--- src/rtl/spi_byte_queue_if.sv ---
// Host-side byte streams of spi_byte_queue: TX bytes in, received MISO bytes out.
// The host drives the master modport, the queue sits on the slave modport.
interface spi_byte_queue_if;
    logic [7:0] tx_data;
    logic       tx_valid;
    logic       tx_ready;
    logic [7:0] rx_data;
    logic       rx_valid;
    logic       rx_ready;

    modport master (
        output tx_data, tx_valid, rx_ready,
        input  tx_ready, rx_data, rx_valid
    );

    modport slave (
        input  tx_data, tx_valid, rx_ready,
        output tx_ready, rx_data, rx_valid
    );
endinterface

--- src/rtl/spi_byte_queue.sv ---
// Buffered byte front end for the SPI master: TX FIFO -> one master transfer per byte -> RX FIFO.
// Optional inter-frame gap state compiled in with SPI_BYTE_QUEUE_GAP_EN.
module spi_byte_queue #(
    parameter int DEPTH      = 8,
    parameter int GAP_CYCLES = 4,
    localparam int LW        = $clog2(DEPTH) + 1
) (
    input  logic          clk,
    input  logic          reset,
    spi_byte_queue_if.slave host,
    output logic          m_start,
    output logic [7:0]    m_data_in,
    input  logic [7:0]    m_data_out,
    input  logic          m_done,
    output logic [LW-1:0] tx_level,
    output logic [LW-1:0] rx_level,
    output logic          busy
);
    localparam int PW = $clog2(DEPTH);
    localparam logic [LW-1:0] FULL_LVL = LW'(DEPTH);
    localparam logic [LW-1:0] ONE_LVL  = LW'(1);
    localparam logic [LW-1:0] ZERO_LVL = LW'(0);
    localparam logic [PW-1:0] PTR_ONE  = PW'(1);
    localparam logic [PW-1:0] PTR_ZERO = PW'(0);

    if (DEPTH < 32'sd2 || (DEPTH & (DEPTH - 32'sd1)) != 32'sd0) begin : g_bad_depth
        $error("spi_byte_queue: DEPTH must be a power of two >= 2");
    end
    if (GAP_CYCLES < 32'sd1 || GAP_CYCLES > 32'sd255) begin : g_bad_gap
        $error("spi_byte_queue: GAP_CYCLES must be in 1..255");
    end

`ifdef SPI_BYTE_QUEUE_GAP_EN
    typedef enum logic [1:0] {Q_IDLE = 2'd0, Q_LAUNCH = 2'd1, Q_WAIT = 2'd2, Q_GAP = 2'd3} q_state_t;
    logic [7:0] gap_cnt_r;
`else
    typedef enum logic [1:0] {Q_IDLE = 2'd0, Q_LAUNCH = 2'd1, Q_WAIT = 2'd2} q_state_t;
`endif

    q_state_t      state_r, state_nxt_s;
    logic [7:0]    tx_mem_r [DEPTH];
    logic [7:0]    rx_mem_r [DEPTH];
    logic [PW-1:0] tx_wptr_r, tx_rptr_r, rx_wptr_r, rx_rptr_r;
    logic [LW-1:0] tx_level_r, rx_level_r, tx_level_nxt_s, rx_level_nxt_s;
    logic          tx_push_s, tx_pop_s, rx_push_s, rx_pop_s;
    logic          tx_ready_r, rx_valid_r, m_start_r, busy_r;
    logic [7:0]    m_data_in_r;

    // FIFO handshakes; every term comes from registers or qualifies a registered flag
    always_comb begin
        tx_push_s = host.tx_valid && tx_ready_r;
        tx_pop_s  = (state_r == Q_LAUNCH);
        rx_push_s = (state_r == Q_WAIT) && m_done;
        rx_pop_s  = rx_valid_r && host.rx_ready;
    end

    // Occupancy next values; simultaneous push and pop leave a level unchanged
    always_comb begin
        tx_level_nxt_s = tx_level_r;
        rx_level_nxt_s = rx_level_r;
        if (tx_push_s && !tx_pop_s) begin
            tx_level_nxt_s = tx_level_r + ONE_LVL;
        end else if (!tx_push_s && tx_pop_s) begin
            tx_level_nxt_s = tx_level_r - ONE_LVL;
        end else begin
            tx_level_nxt_s = tx_level_r;
        end
        if (rx_push_s && !rx_pop_s) begin
            rx_level_nxt_s = rx_level_r + ONE_LVL;
        end else if (!rx_push_s && rx_pop_s) begin
            rx_level_nxt_s = rx_level_r - ONE_LVL;
        end else begin
            rx_level_nxt_s = rx_level_r;
        end
    end

    // FIFO pointers, levels and the flags derived from the next levels
    always_ff @(posedge clk or negedge reset) begin
        if (!reset) begin
            tx_wptr_r  <= PTR_ZERO;
            tx_rptr_r  <= PTR_ZERO;
            rx_wptr_r  <= PTR_ZERO;
            rx_rptr_r  <= PTR_ZERO;
            tx_level_r <= ZERO_LVL;
            rx_level_r <= ZERO_LVL;
            tx_ready_r <= 1'b1;
            rx_valid_r <= 1'b0;
        end else begin
            if (tx_push_s) tx_wptr_r <= tx_wptr_r + PTR_ONE;
            if (tx_pop_s)  tx_rptr_r <= tx_rptr_r + PTR_ONE;
            if (rx_push_s) rx_wptr_r <= rx_wptr_r + PTR_ONE;
            if (rx_pop_s)  rx_rptr_r <= rx_rptr_r + PTR_ONE;
            tx_level_r <= tx_level_nxt_s;
            rx_level_r <= rx_level_nxt_s;
            tx_ready_r <= (tx_level_nxt_s != FULL_LVL);
            rx_valid_r <= (rx_level_nxt_s != ZERO_LVL);
        end
    end

    // Storage arrays; contents are don't-care while the matching level says empty
    always_ff @(posedge clk) begin
        if (tx_push_s) tx_mem_r[tx_wptr_r] <= host.tx_data;
        if (rx_push_s) rx_mem_r[rx_wptr_r] <= m_data_out;
    end

    // Next state; RX space is reserved at launch because only one transfer is ever in flight
    always_comb begin
        state_nxt_s = state_r;
        case (state_r)
            Q_IDLE: begin
                if (tx_level_r != ZERO_LVL && rx_level_r != FULL_LVL) state_nxt_s = Q_LAUNCH;
                else                                                  state_nxt_s = Q_IDLE;
            end
            Q_LAUNCH: state_nxt_s = Q_WAIT;
            Q_WAIT: begin
`ifdef SPI_BYTE_QUEUE_GAP_EN
                if (m_done) state_nxt_s = Q_GAP;
`else
                if (m_done) state_nxt_s = Q_IDLE;
`endif
                else        state_nxt_s = Q_WAIT;
            end
`ifdef SPI_BYTE_QUEUE_GAP_EN
            Q_GAP: begin
                if (gap_cnt_r == 8'd0) state_nxt_s = Q_IDLE;
                else                   state_nxt_s = Q_GAP;
            end
`endif
            default: state_nxt_s = Q_IDLE;
        endcase
    end

    // State register and registered master-side outputs
    always_ff @(posedge clk or negedge reset) begin
        if (!reset) begin
            state_r     <= Q_IDLE;
            m_start_r   <= 1'b0;
            m_data_in_r <= 8'h00;
            busy_r      <= 1'b0;
        end else begin
            state_r   <= state_nxt_s;
            m_start_r <= (state_nxt_s == Q_LAUNCH);
            busy_r    <= (state_nxt_s != Q_IDLE);
            if (state_nxt_s == Q_LAUNCH) m_data_in_r <= tx_mem_r[tx_rptr_r];
        end
    end

`ifdef SPI_BYTE_QUEUE_GAP_EN
    // Gap countdown: loaded on leaving Q_WAIT so Q_GAP lasts exactly GAP_CYCLES clocks
    always_ff @(posedge clk or negedge reset) begin
        if (!reset) begin
            gap_cnt_r <= 8'd0;
        end else if (state_r == Q_WAIT && state_nxt_s == Q_GAP) begin
            gap_cnt_r <= 8'(GAP_CYCLES - 1);
        end else if (state_r == Q_GAP && gap_cnt_r != 8'd0) begin
            gap_cnt_r <= gap_cnt_r - 8'd1;
        end
    end
`endif

    assign host.tx_ready = tx_ready_r;
    assign host.rx_valid = rx_valid_r;
    assign host.rx_data  = rx_valid_r ? rx_mem_r[rx_rptr_r] : 8'h00;
    assign tx_level      = tx_level_r;
    assign rx_level      = rx_level_r;
    assign m_start       = m_start_r;
    assign m_data_in     = m_data_in_r;
    assign busy          = busy_r;
endmodule

--- src/flat_wrapper.sv ---
// flat-port wrapper written by rule: the top's interface ports become plain ports
module spi_byte_queue_flat 
#(
    parameter int DEPTH      = 8,
    parameter int GAP_CYCLES = 4,
    localparam int LW        = $clog2(DEPTH) + 1
)
  (clk, reset, m_start, m_data_in, m_data_out, m_done, tx_level, rx_level, busy, host_tx_data, host_tx_valid, host_rx_ready, host_tx_ready, host_rx_data, host_rx_valid);
  spi_byte_queue_if host_i ();
  input  logic clk;
  input  logic reset;
  output logic m_start;
  output logic [7:0] m_data_in;
  input  logic [7:0] m_data_out;
  input  logic m_done;
  output logic [LW-1:0] tx_level;
  output logic [LW-1:0] rx_level;
  output logic busy;
  input wire logic [$bits(host_i.tx_data)-1:0] host_tx_data;
  input wire logic [$bits(host_i.tx_valid)-1:0] host_tx_valid;
  input wire logic [$bits(host_i.rx_ready)-1:0] host_rx_ready;
  output wire logic [$bits(host_i.tx_ready)-1:0] host_tx_ready;
  output wire logic [$bits(host_i.rx_data)-1:0] host_rx_data;
  output wire logic [$bits(host_i.rx_valid)-1:0] host_rx_valid;
  assign host_i.tx_data = host_tx_data;
  assign host_i.tx_valid = host_tx_valid;
  assign host_i.rx_ready = host_rx_ready;
  assign host_tx_ready = host_i.tx_ready;
  assign host_rx_data = host_i.rx_data;
  assign host_rx_valid = host_i.rx_valid;
  spi_byte_queue #(.DEPTH(DEPTH), .GAP_CYCLES(GAP_CYCLES)) u_core (.clk(clk), .reset(reset), .host(host_i), .m_start(m_start), .m_data_in(m_data_in), .m_data_out(m_data_out), .m_done(m_done), .tx_level(tx_level), .rx_level(rx_level), .busy(busy));
endmodule
--- config.mk ---
export PLATFORM = sky130hd
export DESIGN_NAME = spi_byte_queue_flat
export DESIGN_NICKNAME = d
export VERILOG_FILES = /design/src/rtl/spi_byte_queue_if.sv /design/src/rtl/spi_byte_queue.sv /design/src/flat_wrapper.sv
export SDC_FILE = /design/constraint.sdc
export NUM_CORES = 1
export LEC_CHECK = 0
export ABC_AREA = 1
export BUFFER_PORTS_ARGS = -buffer_cell sky130_fd_sc_hd__buf_4
export CORE_ASPECT_RATIO = 0.75
export CORE_MARGIN = 4
export CORE_UTILIZATION = 38
export CTS_CLUSTER_SIZE = 40
export DETAILED_ROUTE_END_ITERATION = 16
export SLEW_MARGIN = 20
export SYNTH_ARGS = -nofsm -noshare
export SYNTH_HDL_FRONTEND = slang
export SYNTH_SLANG_ARGS = --single-unit
--- constraint.sdc ---
create_clock -name clk -period 3.85 [get_ports clk]
set_input_delay 0.1925 -clock clk [delete_from_list [all_inputs] [get_ports clk]]
set_output_delay 0.1925 -clock clk [all_outputs]
set_load 0.05 [all_outputs]
Yosys cells after proc, flatten, opt, wreduce, memory -nomap -nowiden
Memory sizes are Yosys's and may differ from the RTL's. A register that Yosys moved wholly into a read port is not among the register bits.
Index checks and enable logic that the tools add are counted.
{ "word_totals": {"reg_bits": 26, "ram_bits": 128, "inputBits": 21, "out_inout_bits": 28, "elab_cells": 55, "mem_count": 2} }
{ "classes": {"add_sub_neg": 8, "eq_ne": 5, "n_mux": 12, "reduce_logical": 17} }
{ "memory_table": {"columns": ["name", "depth", "width", "rd", "rd_ports_with_merged_regs", "wr", "line_no", "source"], "rows": [
  ["u_core.rx_mem_r", 8, 8, 1, 0, 1, "spi_byte_queue.sv:42", "logic [7:0] rx_mem_r [DEPTH];"],
  ["u_core.tx_mem_r", 8, 8, 1, 1, 1, "spi_byte_queue.sv:41", "logic [7:0] tx_mem_r [DEPTH];"]
]} }
{ "ops": {"columns": ["operator", "n"], "rows": [
  ["two-way mux 4 bit", 4],
  ["adder 3 x 1 -> 3 bit (second input constant)", 4],
  ["adder 4 x 1 -> 4 bit (second input constant)", 2],
  ["logical AND 1 bit", 8],
  ["two-way mux 8 bit", 1],
  ["!= test 4 bit (second input constant)", 2],
  ["nonzero test 4 bit", 2],
  ["subtractor 4 x 1 -> 4 bit (second input constant)", 2],
  ["case mux 2 bit (3 select lines)", 1],
  ["zero test 1 bit", 5],
  ["two-way mux 1 bit", 5],
  ["== test 2 x 1 -> 1 bit (second input constant)", 2],
  ["== test 2 bit (second input constant)", 1],
  ["zero test 2 bit", 1],
  ["two-way mux 2 bit", 1],
  ["nonzero test 2 bit", 1]
]} }

Longest topological paths before layout
Gate-level depths: netlist of the first run.
{ "depth": {"word_depth": 7, "depth_mapped": 11, "ltp_nobuf": 11} }

Worst setup path after synthesis of the first run
OpenSTA, ideal clock, no wires.
{ "synth_timing": {"path_kind": "register to register", "start": "register u_core.tx_ready_r (netlist: u_core.host.tx_ready)", "end": "memory u_core.tx_mem_r[4][0], enable pin", "t_arrival_ps": 1535, "required_ps": 3480, "path_slack_ps": 1944, "stages_incl_launch_ff": 4, "synth_period_minus_slack_ps": 1906, "cell_sequence": "dfstp_2 > nand2_1 > or2_2 > nor2_1"} }
{ "synth_via": {"elab_chain_cells": 3} }
{ "synth_rtl": {"columns": ["element", "line_no", "source"], "rows": [
  ["from (decl)", "spi_byte_queue.sv:46", "logic tx_ready_r, rx_valid_r, m_start_r, busy_r;"],
  ["from (signal assigned)", "spi_byte_queue.sv:95", "tx_ready_r <= (tx_level_nxt_s != FULL_LVL);"],
  ["logical AND 1 bit", "spi_byte_queue.sv:51", "tx_push_s = host.tx_valid && tx_ready_r;"],
  ["two-way mux 1 bit", "spi_byte_queue.sv:102", "if (tx_push_s) tx_mem_r[tx_wptr_r] <= host.tx_data;"],
  ["two-way mux 1 bit (implied by the code)", "spi_byte_queue.sv:102", null],
  ["to (decl)", "spi_byte_queue.sv:41", null]
]} }
No other way between the ends.

Worst setup path in the final report of the first run
{ "layout_timing": {"start": "register u_core.rx_rptr_r[1]", "end": "output host_rx_data[2]"} }
{ "layout_via": {"elab_chain_cells": 2} }
{ "layout_rtl": {"columns": ["element", "line_no", "source"], "rows": [
  ["from (decl)", "spi_byte_queue.sv:43", "logic [PW-1:0] tx_wptr_r, tx_rptr_r, rx_wptr_r, rx_rptr_r;"],
  ["from (signal assigned)", "spi_byte_queue.sv:92", "if (rx_pop_s) rx_rptr_r <= rx_rptr_r + PTR_ONE;"],
  ["memory (8 x 8 bit)", null, null],
  ["two-way mux 8 bit", "spi_byte_queue.sv:163", "assign host.rx_data = rx_valid_r ? rx_mem_r[rx_rptr_r] : 8'h00;"],
  ["to (decl)", "flat_wrapper.sv:23", "output wire logic [$bits(host_i.rx_data)-1:0] host_rx_data;"]
]} }
No other way between the ends.

==> results of run 1 <==
[state kept, by name (all words and copies together), names as in the netlist]
name,count
u_core.state_r,2
u_core.busy,1
u_core.tx_mem_r,64
u_core.host.rx_valid,1
u_core.host.tx_ready,1
u_core.tx_level,4
u_core.m_start,1
u_core.rx_level,4
u_core.rx_wptr_r,3
u_core.tx_rptr_r,3
u_core.m_data_in,8
u_core.rx_mem_r,64
u_core.rx_rptr_r,3
u_core.tx_wptr_r,3
[report_power, final]
part / internal (mW) / leakage (nW) / switching (mW)
clock: 1.03 / 0.297 / 0.669
combinational: 0.809 / 1.21 / 1.83
sequential: 2.22 / 1.56 / 0.341
total: 4.06 / 3.07 / 2.84
[synthesized netlist by cell type (4+ instances only)]
| cell | number | area [µm²] |
|---|---|---|
| buf_2 | 14 | 70.07 |
| nand2_1 | 88 | 330.3 |
| edfxtp_1 | 128 | 3844 |
| o21ai_1 | 24 | 120.1 |
| o211ai_1 | 25 | 187.7 |
| ha_1 | 8 | 100.1 |
| xor2_1 | 7 | 61.31 |
| o21ai_0 | 46 | 230.2 |
| clkbuf_1 | 5 | 18.77 |
| nor2_1 | 125 | 469.2 |
| nand3_1 | 16 | 80.08 |
| nor3_1 | 4 | 20.02 |
| dfrtp_1 | 33 | 825.8 |
| inv_1 | 19 | 71.32 |
| inv_2 | 9 | 33.78 |
| o22ai_1 | 8 | 50.05 |
[area by class of cell]
type / instances / area [µm²] / share of cell area, %
Sequential cell: 162 / 4696 / 58.49
Multi-Input combinational cell: 367 / 1804 / 22.47
Clock buffer: 24 / 525.5 / 6.545
Timing Repair Buffer: 63 / 503.0 / 6.265
Tap cell: 236 / 295.3 / 3.678
Inverter: 31 / 118.9 / 1.480
Clock inverter: 8 / 86.33 / 1.075
[cells in the final DEF (no fill, tap or decap), drive strengths merged]
cell,instances
bufinv,1
xor2,8
nand4,1
clkinv,5
dfrtp,33
edfxtp,128
o21ai,70
nand3,17
nand3b,1
clkbuf,24
o211ai,25
clkinvlp,1
nand2,93
or2,3
xnor2,1
nor2,127
buf,51
inv,32
dlygate4sd3,12
nor3,5
o22ai,8
ha,8
dfstp,1
[logic make-up after synthesis]
| kind of cell | count (synthesis) |
|---|---|
| buffers and inverters | 52 |
| XOR/XNOR | 9 |
| AND/OR/NAND/NOR | 247 |
| adder cells (fa/ha/maj) | 8 |
| flip-flops | 162 |
| AO/OA/AOI/OAI | 103 |
[worst max path at each step]
stage | to | slack [ps] | cells after the start
after floorplan | u_core.tx_mem_r[4][0] | 1940 | 3
final | host_rx_data[2] | 1390 | 6
after global placement | u_core.rx_mem_r[0][6] | 1650 | 4
after detailed placement | u_core.rx_mem_r[0][0] | 1640 | 4
after CTS | host_rx_data[6] | 1340 | 6
after global routing | host_rx_data[4] | 1190 | 6
[critical path: stages (launching register included)]
cell and delay (ps):
dfrtp_1 840, inv_1 380, o21ai_1 170, o22ai_1 90
nor2_1 120, nor2_1 70, buf_4 190
[through the flow]
step                      instances  util, %
final                           891    47.00
after global routing            891    47.00
after CTS                       891    46.97
after detailed placement        847    42.69
after global placement          847    42.69
after floorplan                 581        -
[per-layer routing]
layer | vias to the layer above | track usage [%]
met2 | 81 | 23.03
met1 | 2105 | 20.89
li1 | 2136 | -
met3 | 11 | 3.865
met4 | 0 | 5.221
met5 | - | 0
==> key figures, run 1 <==
Logic synthesis
  • Post-Synth Adder-Cell Area: 1.491%
  • Synth async-reset ratio: 20.99%
  • Synth Register Bits: 162
  • Post-Syn Instances: 581
  • Syn avg cell area: 11.56 µm²
  • Syn Nets: 610
  • Sequential share of the synthesized area: 69.93%
  • Number of flops mapped to enable cells by yosys: 128
  • Largest family of logic cells by synthesized area: simple AND/OR/NAND/NOR gates
  • Top_reg_cell synth: edfxtp_1
  • Mapped cell area: 0.006715 mm²
  • Distinct cells, synth: 32
  • Compound-Gate Fraction of Synth Area: 8.757%
  • Simple-gate portion of the synthesized area: 15.26%
  • Synth Area in XOR/XNOR: 1.286%
  • Yosys Warn Count: 0
  • Post-synthesis mux area share: 0%

Routing
  • Post-DRT Antenna Nets: 0
  • DRT met1 WL: 7026 µm
  • # DRC: 0
  • Top layer in use: met4
  • Via count: 4333
  • Met2 wire len: 6593 µm
  • Post-Route WL: 14250 µm
  • Routed wire per std cell: 15.99 µm
  • Number of DRC markers in iteration 0: 320
  • Metal3 WL: 526 µm
  • Drt via density: 4.863
  • DRT Pass-1 Iters: 6

Setup path
  • R2R depth: 4
  • Crit Path Category: reg -> out
  • Origin of the critical flop-to-flop path: u_core.state_r[0]
  • Worst Setup End Kind: primary output
  • Reg-to-reg endpoint: u_core.rx_mem_r[6][7]
  • Crit path required time: 3660 ps
  • Critical path fanouts, max: 26
  • Startpoint Class: flip-flop
  • Crit path DAT: 2270 ps
  • Critical Path Source: u_core.rx_rptr_r[1]
  • Reg-to-reg slack, setup: 1790 ps

STA
  • Worst Skew: 32.59 ps
  • Final Max Tran Viols: 0
  • Slew @ Worst Pin: 1057 ps
  • Final setup vio count: 0
  • Min Hold Slack: 15.80 ps
  • Final WS setup: 1388 ps
  • Minimum clock period: 2462 ps
  • Achievable Freq: 0.4061 GHz
  • Fin crit share: 63.95%
  • Slew margin rel.: 29.29%
  • Final setup TNS: 0 ps
  • Final hold viol count: 0
  • RSZ-0062 raised after global routing: no

Floorplanning
  • Die Wd: 161.5 µm
  • Initial Util: 39.31%
  • I/O pin total: 49
  • Row count: 41
  • Core ar.: 0.01708 mm²
  • Die H: 123.1 µm
  • DIE AREA: 0.01988 mm²

Cells and area
  • Synth-to-layout area growth: 19.56%
  • Share of cells above drive strength 1: 15.88%
  • Layout Nets: 671
  • Final instance area: 0.008029 mm²
  • # fillers: 1522
  • ANT cells: 0

Clocking
  • CTS tree: done
  • Clock slew at reported path FFs: 60 ps
  • Clk root buf: clkbuf_16
  • Hold Buf Count CTS: 12
  • Setup Fix Bufs, Post-CTS: 0
  • Post-CTS Resized: 0
  • Clock sink count: 162
  • Cts bufs inserted: 17
  • CTS max path bufs: 2
  • H-tree levels: 4
  • Clk_lat worst skew: 430 ps

Power and ir drop
  • Pwr Total: 6.900 mW
  • Leakage: 3.069 nW
  • Worst IR Drop VDD: 344.2 µV
  • P per Cell Area: 859.4 mW/mm²

Min path
  • Hold Crit Start: m_data_out[0]
  • Hold Crit Endpoint: u_core.rx_mem_r[7][0]
  • Hold crit path type: in -> reg
  • WHS Path Cells: 1

Placed design
  • Routability congestion estimate: 0.7894
  • Port bufs: 48
  • Post-DP HPWL: 9038 µm
  • Post-place setup slack: 1640 ps
  • Placed inst area: 0.007292 mm²

Run
  • Max Cap Viol: 0

Global routing
  • Global-route wire length before repair: 22770 µm
  • Vias in the first global route: 4272
  • Largest net degree at the start of global routing: 35
  • Initial antenna violation count: 0
  • GRT Total Usage: 14.99%
  • Gr ovfl total: 0

Status
  • Status: completed
Power figures use the tool's default switching activity.
==> run 2, diff against run 1 <==
--- a/config.mk
+++ b/config.mk
@@ -5,7 +5,7 @@
 export SDC_FILE = /design/constraint.sdc
 export NUM_CORES = 1
 export LEC_CHECK = 0
-export ABC_AREA = 1
+export ABC_AREA = 0
 export BUFFER_PORTS_ARGS = -buffer_cell sky130_fd_sc_hd__buf_4
 export CORE_ASPECT_RATIO = 0.75
 export CORE_MARGIN = 4
==> constraint.sdc (replaced) <==
create_clock -name clk -period 2.45 [get_ports clk]
set_input_delay 0.1225 -clock clk [delete_from_list [all_inputs] [get_ports clk]]
set_output_delay 0.1225 -clock clk [all_outputs]
set_load 0.05 [all_outputs]
==> run 2 against run 1 <==
  * Largest power group is now sequential cells
  * Setup slack worse by 1200 ps
  * Synthesized cell count is 39% lower
  * Via count down 22%
  * Utilization is 1.6 points higher
  * Clock-buffer cell count decreased by 1
==> key figures, run 2 <==
Setup path
  • Crit path DAT: 2110 ps
  • Crit Path Category: reg -> out
  • Critical path fanouts, max: 18
  • Worst Setup End Kind: primary output
  • Startpoint Class: flip-flop
  • Crit path required time: 2330 ps

Logic synthesis
  • Ranking of synthesized cells by area: edfxtp_1, dfrtp_1, mux4_2, mux2i_1, xnor2_1
  • Top_reg_cell synth: edfxtp_1
  • Synth async-reset ratio: 20.99%
  • Post-Syn Instances: 353
  • Yosys Warn Count: 0
  • Sequential share of the synthesized area: 73.02%
  • Number of flops mapped to enable cells by yosys: 128
  • Synth Register Bits: 162
  • Yosys top cell by area: edfxtp_1
  • Distinct cells, synth: 38
  • Mapped cell area: 0.006431 mm²
  • Syn avg cell area: 18.22 µm²
  • Most frequent cell after synthesis: edfxtp_1
  • Post-synth top area share: 59.77%
  • Syn Nets: 382
  • Post-synth top cells: edfxtp_1, dfrtp_1, mux4_2

STA
  • Final setup TNS: 0 ps
  • Minimum clock period: 2228 ps
  • Final hold viol count: 0
  • Slew @ Worst Pin: 768.8 ps
  • Achievable Freq: 0.4488 GHz
  • Worst Skew: 11.69 ps
  • Fin crit share: 90.94%
  • Final setup vio count: 0
  • RSZ-0062 raised after global routing: no
  • Final Max Tran Viols: 0
  • Slew margin rel.: 48.75%

Global routing
  • GR Layer Usage met1: 20.70%
  • GRT busiest layer: met1
  • GRT Total Usage: 14.00%
  • Met3 usage: 4.043%
  • Largest net degree at the start of global routing: 35
  • Vias in the first global route: 3538
  • Gr ovfl total: 0
  • Met2 Usage GRT: 19.84%
  • Global-route wire length before repair: 19780 µm
  • Initial antenna violation count: 0

Clocking
  • Clk root buf: clkbuf_16
  • Post-CTS Resized: 0
  • H-tree levels: 4
  • CTS max path bufs: 2
  • Clock slew at reported path FFs: 60 ps
  • Clk_lat worst skew: 420 ps
  • Setup Fix Bufs, Post-CTS: 0
  • CTS tree: done
  • Clock sink count: 162
  • Cts bufs inserted: 17
  • Hold Buf Count CTS: 18

Routing
  • Routed wire per std cell: 18.23 µm
  • Number of DRC markers in iteration 0: 225
  • Post-DRT Antenna Nets: 0
  • Post-Route WL: 12250 µm
  • DRT Pass-1 Iters: 5
  • Drt via density: 5.034
  • # DRC: 0
  • Via count: 3383

Min path
  • Hold crit path type: in -> reg

Cells and area
  • Synth-to-layout area growth: 23.35%
  • Core Util, Final: 48.62%
  • ANT cells: 0
  • Share of cells above drive strength 1: 30.09%
  • Final instance area: 0.007933 mm²
  • Commonest non-fill, non-tap cell in the layout: edfxtp_1
  • Most frequent cells in the layout: edfxtp_1, buf_4, dfrtp_1
  • # fillers: 1379
  • Layout Nets: 478

Floorplanning
  • Core ar.: 0.01632 mm²
  • Die Wd: 158.2 µm
  • Row count: 40
  • Die H: 120.7 µm
  • DIE AREA: 0.01909 mm²
  • I/O pin total: 49
  • Initial Util: 39.42%

Status
  • Status: completed

Power and ir drop
  • Pwr Total: 10.28 mW
  • Leakage: 2.890 nW
  • P per Cell Area: 1296 mW/mm²
  • Worst IR Drop VDD: 873.2 µV

Run
  • Max Cap Viol: 0

Placed design
  • Port bufs: 48
  • Post-DP HPWL: 7999 µm
  • Placed inst area: 0.007177 mm²
  • Routability congestion estimate: 0.7690
-- run 2: cell count changes after synthesis, moves of 11 or more --
cell and change:
mux4_2 +32, nand3_1 -11, inv_1 -13, nand2_1 -61, mux2i_1 +17, o211ai_1 -23, o21ai_0 -35, o21ai_1 -24
xnor2_1 +11, nor2_1 -111
-- run 2: area by class of cell --
type | count | area [µm²] | share of cell area [%]
Timing Repair Buffer | 89 | 713.2 | 8.991
Tap cell | 210 | 262.8 | 3.312
Sequential cell | 162 | 4696 | 59.20
Multi-Input combinational cell | 173 | 1663 | 20.96
Clock buffer | 23 | 467.9 | 5.899
Clock inverter | 9 | 107.6 | 1.356
Inverter | 6 | 22.52 | 0.2839
-- run 2: path summary, 6_finish.rpt --
check	slack (ps)	from	end	depth (start not counted)
min reg2reg	480	u_core.m_data_in[1]	u_core.m_data_in[1]	2
min	30	host_tx_valid	u_core.tx_wptr_r[2]	3
min in group asynchronous	190	reset	u_core.tx_wptr_r[1]	2
max	220	u_core.rx_rptr_r[1]	host_rx_data[0]	4
max reg2reg	530	u_core.tx_level[0]	u_core.m_data_in[3]	6
max in group asynchronous	1910	reset	u_core.m_data_in[7]	2
-- run 2: metal layers --
metal | up-vias | share of wire [%]
met5 | - | 0
met4 | 0 | 1.4
met3 | 16 | 3.8
met2 | 60 | 44
met1 | 1743 | 50
li1 | 1564 | -
-- run 2: power by group --
group          switching (mW)  internal (mW)  leakage (nW)
Sequential              0.474           3.47          1.56
Clock                    1.01           1.55         0.277
Combinational            2.24           1.54          1.05
Total                    3.72           6.56          2.89
-- run 2: through the flow --
| stage | std cells | setup slack, ps | hold slack [ps] |
|---|---|---|---|
| 6_report | 672 | 222.0 | 29.40 |
| 2_1_floorplan | 353 | 200.5 | -173.1 |
| 5_1_grt | 672 | 70.11 | 25.74 |
| 4_1_cts | 672 | 140.4 | 8.599 |
| 3_3_place_gp | 622 | 619.6 | 120.3 |
| 3_5_place_dp | 622 | 541.4 | 121.9 |
-- run 2: critical path: stages, from the launching register on --
cell and delay, ps:
dfrtp_1 840, mux4_2 410, mux2i_1 180, nor2b_1 70, buf_4 190
-- run 2: cell families (layout without fill, tap and decap cells) --
family                   count (synthesis)  in the layout  share of synthesized area (%)
adder cells (fa/ha/maj)                  8              8                          1.556
XOR/XNOR                                13             13                          1.770
flip-flops                             162            162                          73.02
multiplexers                            51             51                          14.20
buffers and inverters                   18            127                          1.128
AND/OR/NAND/NOR                         79             79                          6.128
AO/OA/AOI/OAI                           22             22                          2.198
==> run 3, diff against run 2 <==
--- a/config.mk
+++ b/config.mk
@@ -7,7 +7,6 @@
 export LEC_CHECK = 0
 export ABC_AREA = 0
 export BUFFER_PORTS_ARGS = -buffer_cell sky130_fd_sc_hd__buf_4
-export CORE_ASPECT_RATIO = 0.75
 export CORE_MARGIN = 4
 export CORE_UTILIZATION = 38
 export CTS_CLUSTER_SIZE = 40
==> run 3 against run 2 <==
  * Sequential power hardly changed
  * Design area rose by 0.62%
  * Cell count rose by 1.5%
  * Combinational power about the same
  * Clock power increased by 5%
  * Utilization fell by 0.49 points
  * Worst hold slack gained 170 ps
  * Total power increased by 1.2%
  * Wire length is 1.6% lower
==> key figures, run 3 (synthesis results as in run 2) <==
Status
  • Status: completed

STA
  • Fin crit share: 90.32%
  • RSZ-0062 raised after global routing: no
  • Slew @ Worst Pin: 764.1 ps
  • Final setup TNS: 0 ps
  • Final Max Tran Viols: 0
  • Final hold viol count: 0
  • Slew margin rel.: 49.06%
  • Minimum clock period: 2213 ps
  • Worst Skew: 6.198 ps
  • Achievable Freq: 0.4519 GHz
  • Final setup vio count: 0

Placed design
  • Port bufs: 48
  • Routability congestion estimate: 0.7200
  • Post-DP HPWL: 7728 µm
  • Placed inst area: 0.007174 mm²

Floorplanning
  • Core ar.: 0.01658 mm²
  • Initial Util: 38.78%
  • Row count: 47
  • Die H: 138.1 µm
  • DIE AREA: 0.01907 mm²
  • I/O pin total: 49
  • Die Wd: 138.1 µm

Clocking
  • Setup Fix Bufs, Post-CTS: 0
  • Cts bufs inserted: 17
  • Clock sink count: 162
  • CTS tree: done
  • Clk root buf: clkbuf_16
  • Clock slew at reported path FFs: 60 ps
  • Clk_lat worst skew: 420 ps
  • H-tree levels: 4
  • CTS max path bufs: 2

Cells and area
  • Most frequent cells in the layout: edfxtp_1, buf_4, dfrtp_1
  • Commonest non-fill, non-tap cell in the layout: edfxtp_1
  • Layout Nets: 478
  • Share of cells above drive strength 1: 30.09%
  • ANT cells: 0
  • Synth-to-layout area growth: 24.10%
  • Final instance area: 0.007981 mm²

Power and ir drop
  • Pwr Total: 10.40 mW
  • Leakage: 2.901 nW
  • Worst IR Drop VDD: 729.6 µV
  • P per Cell Area: 1303 mW/mm²

Setup path
  • Startpoint Class: flip-flop
  • CP Depth: 4
  • Origin of the critical flop-to-flop path: u_core.state_r[0]
  • Crit path cell chain: mux4_2 > mux2i_1 > nor2b_1 > buf_4
  • Crit path DAT: 2090 ps
  • Worst Setup End Kind: primary output
  • Crit path required time: 2330 ps
  • Crit Path Category: reg -> out
  • Reg-to-reg endpoint: u_core.host.rx_valid
  • Reg-to-reg slack, setup: 610 ps
  • CP Buf/Inv Count: 1
  • Max incr delay on CP: 840 ps
  • Critical path fanouts, max: 18
  • Crit-path slowest cell: dfrtp_1
  • Top delay family on crit path: flip-flops
  • R2R depth: 5

Global routing
  • Largest net degree at the start of global routing: 35
  • GRT Total Usage: 13.43%
  • Initial antenna violation count: 0
  • Vias in the first global route: 3577
  • Gr ovfl total: 0
  • Global-route wire length before repair: 19640 µm

Routing
  • DRT Pass-1 Iters: 4
  • Post-Route WL: 12050 µm
  • # DRC: 0
  • Number of DRC markers in iteration 0: 115
  • Via count: 3368
  • Drt via density: 4.938
  • Post-DRT Antenna Nets: 0
  • Routed wire per std cell: 17.67 µm

Run
  • Max Cap Viol: 0

Min path
  • Hold crit path type: in -> async
## run 3: stage by stage
| stage | util, % | setup slack, ps | cells | hold WS (ps) |
|---|---|---|---|---|
| after floorplan | - | 200.5 | 353 | -173.1 |
| after global placement | 43.26 | 616.5 | 630 | 108.5 |
| after detailed placement | 43.26 | 599.4 | 630 | 108.9 |
| after CTS | 48.13 | 162.2 | 682 | 203.9 |
| after global routing | 48.13 | 54.89 | 682 | 218.3 |
| final | 48.13 | 237.2 | 682 | 202.1 |
## run 3: final cells by class
type	count	area, µm²
fillers	1432	8602
flip-flops and latches	162	4696
repair buffers	89	718.2
well taps	220	275.3
clock inverters	15	181.4
clock buffers	17	425.4
inverters	6	22.52
multi-input cells	173	1663
## run 3: what timing repair did
item | CTS | global route
hold buffers | 20 | 0
resized for setup | 0 | 0
endpoints found under the hold margin | 165 | 0
## run 3: per-layer routing
layer | vias to the layer above | GRT usage, % | routed length (µm)
li1 | 1560 | - | -
met1 | 1733 | 16.65 | 5242
met2 | 58 | 22.51 | 6228
met3 | 17 | 3.591 | 370
met4 | 0 | 5.408 | 210
met5 | - | 0 | 0
## run 3: worst register-to-register path: stages, from the launching register on
cell	delay, ps
dfrtp_1	420
nand3b_1	360
a21oi_1	280
a22oi_1	120
xnor2_1	160
or3_1	390
## run 3: how the worst max path moves through the flow
stage	start	end	slack (ps)
2_1_floorplan	u_core.host.tx_ready	u_core.tx_mem_r[0][0]	200
3_5_place_dp	u_core.state_r[0]	u_core.host.rx_valid	600
5_1_grt	u_core.rx_rptr_r[1]	host_rx_data[4]	50
6_report	u_core.rx_rptr_r[1]	host_rx_data[4]	240
3_3_place_gp	u_core.rx_rptr_r[1]	host_rx_data[2]	620
4_1_cts	u_core.rx_rptr_r[1]	host_rx_data[2]	160
## run 3: power breakdown
group          switching (mW)  internal (mW)  total, mW
clock                    1.08           1.61       2.69
combinational            2.24           1.55       3.79
sequential              0.456           3.46       3.92
total                    3.77           6.63       10.4
